## src/rtl/io_display_ctrl_if.sv

```systemverilog
// IO bus between the MIPS core (master) and memory-mapped peripherals (slave).
interface io_display_ctrl_if;
  logic [3:0]  IOAddr;
  logic [31:0] IOWriteData;
  logic        IOWriteEn;
  logic [31:0] IOReadData;

  modport master (output IOAddr, output IOWriteData, output IOWriteEn, input IOReadData);
  modport slave  (input IOAddr, input IOWriteData, input IOWriteEn, output IOReadData);
endinterface

```

## src/rtl/io_display_ctrl.sv

```systemverilog
// Memory-mapped seven-segment display refresh (NDIGITS digits, enable/blanking)
// plus synchronised, debounced slide switches with a sticky change flag.
module io_display_ctrl #(
  parameter int unsigned NDIGITS      = 4,
  parameter int unsigned REFRESH_BITS = 14,
  parameter int unsigned NSW          = 2,
  parameter int unsigned DEB_BITS     = 16
) (
  input  logic               CLK,
  input  logic               RESET,
  io_display_ctrl_if.slave   bus,
  input  logic [NSW-1:0]     SW,
  output logic [6:0]         SEG,
  output logic [NDIGITS-1:0] AN
);
  localparam int unsigned     IDXW        = (NDIGITS > 1) ? $clog2(NDIGITS) : 1;
  localparam logic [IDXW-1:0] IDX_LAST    = IDXW'(NDIGITS - 1);
  localparam logic [3:0]      ADDR_DATA0  = 4'h0;
  localparam logic [3:0]      ADDR_DATA1  = 4'h1;
  localparam logic [3:0]      ADDR_CTRL   = 4'h2;
  localparam logic [3:0]      ADDR_STATUS = 4'h3;

  logic [NDIGITS-1:0][6:0]  pat_q, pat_d;
  logic                     en_q, en_d;
  logic [NDIGITS-1:0]       blank_q, blank_d;
  logic [REFRESH_BITS-1:0]  ref_q, ref_d;
  logic [IDXW-1:0]          idx_q, idx_d;
  logic [6:0]               seg_q, seg_d;
  logic [NDIGITS-1:0]       an_q, an_d;
  logic [NSW-1:0]           sync1_q, sync2_q;
  logic [NSW-1:0]           cand_q, cand_d;
  logic [NSW-1:0]           deb_q, deb_d;
  logic [DEB_BITS-1:0]      dcnt_q, dcnt_d;
  logic                     chg_q, chg_d;
  logic                     wr_status;
  logic                     lit;
  logic [31:0]              rdata;

  // Register writes; DATA0 holds digits 0..3, DATA1 digits 4..7.
  always_comb begin
    pat_d     = pat_q;
    en_d      = en_q;
    blank_d   = blank_q;
    wr_status = 1'b0;
    if (bus.IOWriteEn) begin
      case (bus.IOAddr)
        ADDR_DATA0, ADDR_DATA1: begin
          for (int unsigned k = 0; k < NDIGITS; k++) begin
            if ((k >= 4) == bus.IOAddr[0]) pat_d[k] = bus.IOWriteData[7*(k%4) +: 7];
          end
        end
        ADDR_CTRL: begin
          en_d    = bus.IOWriteData[0];
          blank_d = bus.IOWriteData[8 +: NDIGITS];
        end
        ADDR_STATUS: wr_status = 1'b1;
        default: ;
      endcase
    end
  end

  // Refresh scan: index wraps explicitly at NDIGITS-1, not at 2^IDXW.
  always_comb begin
    ref_d = ref_q + REFRESH_BITS'(1);
    idx_d = idx_q;
    if (ref_q == '1) idx_d = (idx_q == IDX_LAST) ? '0 : idx_q + IDXW'(1);
    lit   = en_q && !blank_q[idx_q];
    seg_d = lit ? ~pat_q[idx_q] : 7'h7F;
    an_d  = '1;
    if (lit) an_d[idx_q] = 1'b0;
  end

  // Shared debounce counter; a change on any switch restarts the interval.
  always_comb begin
    cand_d = cand_q;
    dcnt_d = dcnt_q;
    deb_d  = deb_q;
    if (sync2_q != cand_q) begin
      cand_d = sync2_q;
      dcnt_d = '0;
    end else if (dcnt_q != '1) begin
      dcnt_d = dcnt_q + DEB_BITS'(1);
    end else begin
      deb_d = cand_q;
    end
    chg_d = chg_q;
    if (wr_status) chg_d = 1'b0;
    if (deb_d != deb_q) chg_d = 1'b1;
  end

  always_comb begin
    rdata = '0;
    case (bus.IOAddr)
      ADDR_DATA0, ADDR_DATA1: begin
        for (int unsigned k = 0; k < NDIGITS; k++) begin
          if ((k >= 4) == bus.IOAddr[0]) rdata[7*(k%4) +: 7] = pat_q[k];
        end
      end
      ADDR_CTRL: begin
        rdata[0]            = en_q;
        rdata[8 +: NDIGITS] = blank_q;
      end
      ADDR_STATUS: begin
        rdata[NSW-1:0] = deb_q;
        rdata[16]      = chg_q;
      end
      default: ;
    endcase
  end

  assign bus.IOReadData = rdata;
  assign SEG            = seg_q;
  assign AN             = an_q;

  always_ff @(posedge CLK or posedge RESET) begin
    if (RESET) begin
      pat_q   <= '0;
      en_q    <= 1'b1;
      blank_q <= '0;
      ref_q   <= '0;
      idx_q   <= '0;
      seg_q   <= 7'h7F;
      an_q    <= '1;
      sync1_q <= '0;
      sync2_q <= '0;
      cand_q  <= '0;
      deb_q   <= '0;
      dcnt_q  <= '0;
      chg_q   <= 1'b0;
    end else begin
      pat_q   <= pat_d;
      en_q    <= en_d;
      blank_q <= blank_d;
      ref_q   <= ref_d;
      idx_q   <= idx_d;
      seg_q   <= seg_d;
      an_q    <= an_d;
      sync1_q <= SW;
      sync2_q <= sync1_q;
      cand_q  <= cand_d;
      deb_q   <= deb_d;
      dcnt_q  <= dcnt_d;
      chg_q   <= chg_d;
    end
  end
endmodule

```

## src/flat_wrapper.sv

```systemverilog
// flat-port wrapper written by rule: the top's interface ports become plain ports
module io_display_ctrl_flat 
#(
  parameter int unsigned NDIGITS      = 4,
  parameter int unsigned REFRESH_BITS = 14,
  parameter int unsigned NSW          = 2,
  parameter int unsigned DEB_BITS     = 16
)
  (CLK, RESET, SW, SEG, AN, bus_IOAddr, bus_IOWriteData, bus_IOWriteEn, bus_IOReadData);
  io_display_ctrl_if bus_i ();
  input  logic CLK;
  input  logic RESET;
  input  logic [NSW-1:0] SW;
  output logic [6:0] SEG;
  output logic [NDIGITS-1:0] AN;
  input wire logic [$bits(bus_i.IOAddr)-1:0] bus_IOAddr;
  input wire logic [$bits(bus_i.IOWriteData)-1:0] bus_IOWriteData;
  input wire logic [$bits(bus_i.IOWriteEn)-1:0] bus_IOWriteEn;
  output wire logic [$bits(bus_i.IOReadData)-1:0] bus_IOReadData;
  assign bus_i.IOAddr = bus_IOAddr;
  assign bus_i.IOWriteData = bus_IOWriteData;
  assign bus_i.IOWriteEn = bus_IOWriteEn;
  assign bus_IOReadData = bus_i.IOReadData;
  io_display_ctrl #(.NDIGITS(NDIGITS), .REFRESH_BITS(REFRESH_BITS), .NSW(NSW), .DEB_BITS(DEB_BITS)) u_core (.CLK(CLK), .RESET(RESET), .bus(bus_i), .SW(SW), .SEG(SEG), .AN(AN));
endmodule
```

## config.mk

```make
export PLATFORM = sky130hd
export DESIGN_NAME = io_display_ctrl_flat
export DESIGN_NICKNAME = d
export VERILOG_FILES = /design/src/rtl/io_display_ctrl_if.sv /design/src/rtl/io_display_ctrl.sv /design/src/flat_wrapper.sv
export SDC_FILE = /design/constraint.sdc
export NUM_CORES = 1
export LEC_CHECK = 0
export BUFFER_PORTS_ARGS = -buffer_cell sky130_fd_sc_hd__buf_2
export CORE_UTILIZATION = 35
export CTS_BUF_LIST = sky130_fd_sc_hd__clkbuf_16
export CTS_CLUSTER_DIAMETER = 100
export CTS_CLUSTER_SIZE = 40
export DETAILED_ROUTE_END_ITERATION = 12
export PLACE_DENSITY = 0.52
export SETUP_SLACK_MARGIN = 0.3
export SYNTH_ARGS = -nofsm -noshare
export SYNTH_HDL_FRONTEND = slang
export SYNTH_SLANG_ARGS = --single-unit
export TNS_END_PERCENT = 10
```

## constraint.sdc

```tcl
create_clock -name CLK -period 3.5 [get_ports CLK]
set_clock_uncertainty 0.15 [all_clocks]
set_input_delay 0.525 -clock CLK [delete_from_list [all_inputs] [get_ports CLK]]
set_output_delay 0.525 -clock CLK [all_outputs]
set_load 0.1 [all_outputs]
```

==> results.json <==
{
  "status": "finished, final reports clean",
  "whs_ns": 0.00520,
  "cts_tree": "yes",
  "cts_resized": 0,
  "insertion_delay_ns": 0.33,
  "dp_hpwl_microns": 5690,
  "p_leak_nw": 2.15,
  "rows": 38,
  "post-route-period-util_pct": 73.1,
  "cts_hold_buf": 0,
  "fin_util_pct": 43.4,
  "reg2reg_depth": 4,
  "synth_ff_type": "dfrtp_1",
  "grt_pass1_vias": 2607,
  "final_common_cell": "buf_2",
  "antenna_found_initial": 0,
  "wl_microns": 8100,
  "grt_max_degree": 34,
  "overflow": 0,
  "grt_pass1_wl_microns": 13300,
  "min_path_type": "in -> async",
  "antenna_left": 0,
  "drt_first_iter_violations": 136,
  "async_reset_ff_share_pct": 100,
  "synth.distinct_cells": 46,
  "worst_pin_slew_ns": 0.700,
  "synth-seq-area-share_pct": 53.9,
  "grt.total_usage_pct": 15.2,
  "worstSetupStartpoint": "bus_IOAddr[1]",
  "first_pass_iters": 4,
  "placement.cell_area_sq_um": 4480,
  "worst_setup_path_start_kind": "primary input",
  "maxSlewHeadroom_pct": 53.2,
  "synthSimpleGateAreaFrac_pct": 16.3,
  "worstPathArrival_ns": 1.88,
  "r2r_setup_slack_ns": 1.35,
  "drv_slew": 0,
  "finalSetupViolations": 0,
  "synth_top_family_by_area": "multiplexers",
  "gp_congestion": 0.750,
  "synth.cell_area_sq_um": 3970,
  "max_freq_mhz": 391,
  "post-route-min-period_ns": 2.56,
  "die_w_microns": 109,
  "rsz0062_at_grt": "false",
  "die-area_sq_um": 11800,
  "synth_fa_ha_area_share_pct": 1.89,
  "cp.required_ns": 2.82,
  "r2r-end": "u_core.SEG[6]",
  "clk_pin_slew_ns": 0.06,
  "dp_slack_ns": 0.933,
  "synth_edf_count": 0,
  "drive_above_1_share_pct": 39.3,
  "cts.root.buffer_cell": "clkbuf_16",
  "num-nets-final": 452,
  "synth-compound-area-share_pct": 3.75,
  "power.density_nw_per_um2": 522,
  "worstSetupPathType": "in -> out",
  "max_cap_viol_count": 0,
  "fin_tns_setup_ns": 0,
  "core_area_sq_um": 10900,
  "hold_viol": 0,
  "fin_area_sq_um": 4740,
  "end_kind": "output port",
  "ios": 84,
  "area_growth_pct": 19.4,
  "htreeDepth": 3,
  "remaining_drc_errors": 0,
  "ys_seq_elements": 85,
  "final.setup.worst_slack_ns": 0.940,
  "viasPerCell": 4.88,
  "vdd_drop_max_mv": 0.315,
  "critPathMaxFanout": 24,
  "initial_utilization_pct": 36.3,
  "ys.warnings.count": 0,
  "vias": 2683,
  "muxShareOfSynthArea_pct": 16.8,
  "antennaDiodeCount": 0,
  "clock-sinks": 85,
  "dieHeight_microns": 109,
  "worstReg2RegStart": "u_core.idx_q[0]",
  "port_buffers": 75,
  "synth_xor_area_share_pct": 3.97,
  "wl_per_cell_microns": 14.7,
  "numCtsBuffers": 9,
  "synth_cells": 327,
  "post-cts-setup-buffer-count": 0,
  "layout_common_cells": "75 x buf_2, 73 x dfrtp_1, 37 x mux2_2",
  "avgSynthCellArea_sq_um": 12.1,
  "clockBufferDepth": 2
}
## routing by layer
metal / vias up / track usage [%] / wire length [microns]
met5: - / 0 / 0
met4: 0 / 5.02 / 93
met3: 7 / 5.30 / 383
met2: 57 / 22.3 / 3800
met1: 1325 / 20.8 / 3820
li1: 1294 / - / -
## synth_stat cells, drive strengths merged (5+ instances only)
cell / instances / area share (%)
dfrtp: 73 / 46
mux2: 37 / 10
nand2: 30 / 2.9
and2: 21 / 3.3
nor2: 20 / 1.9
dfstp: 12 / 7.9
xnor2: 11 / 2.4
nand3: 10 / 1.3
buf: 9 / 1.4
mux4: 8 / 4.5
clkbuf: 7 / 0.91
inv: 7 / 0.66
mux2i: 7 / 1.8
nand4: 7 / 1.5
xor2: 7 / 1.5
a21oi: 6 / 0.76
ha: 6 / 1.9
nor3: 6 / 0.76
or3: 5 / 0.94
or4: 5 / 0.98
## cell type report
| class | instances | area [sq um] |
|---|---|---|
| clock buffers | 9 | 225 |
| inverters | 7 | 27.5 |
| clock inverters | 7 | 35.0 |
| multi-input cells | 221 | 1720 |
| fillers | 1064 | 6190 |
| repair buffers | 81 | 420 |
| well taps | 140 | 175 |
| flip-flops and latches | 85 | 2140 |
## worst max path at each step
stage	end	slack (ns)	cells after the start
after floorplan	bus_IOReadData[10]	0.58	2
after global placement	bus_IOReadData[16]	0.92	5
after detailed placement	bus_IOReadData[16]	0.93	5
after CTS	bus_IOReadData[1]	0.93	5
after global routing	bus_IOReadData[16]	0.87	5
final	bus_IOReadData[16]	0.94	5
## kinds of logic after synthesis
group,Yosys count
adders and majority gates,6
buffers and inverters,24
AOI/OAI and AO/OA,23
DFF,85
xor gates and xnor gates,18
other,1
and+or+nand+nor,118
muxes,52
## critical path, stage by stage
cell	delay, ns
buf_2	0.18
nor4_4	0.26
buf_4	0.30
a22o_1	0.17
buf_2	0.43
## sequential cells by signal, indices dropped and copies added (netlist names)
name and count:
u_core.cand_q 2, u_core.chg_q 1, u_core.SEG 7, u_core.sync1_q 2
u_core.en_q 1, u_core.ref_q 14, u_core.deb_q 2, u_core.pat_q 28
u_core.AN 4, u_core.sync2_q 2, u_core.blank_q 4, u_core.idx_q 2
u_core.dcnt_q 16
## per-stage QoR
step           std cells  power (mW)
3_5_place_dp         534        1.66
4_1_cts              550        2.52
6_report             550        2.48
5_1_grt              550        2.60
2_1_floorplan        330        1.56
3_3_place_gp         534        1.65
## where the power goes
| group | switching [mW] | internal, mW |
|---|---|---|
| clock network | 0.372 | 0.470 |
| logic | 0.303 | 0.151 |
| registers | 0.0758 | 1.11 |
(Power assumes the default switching activity.)
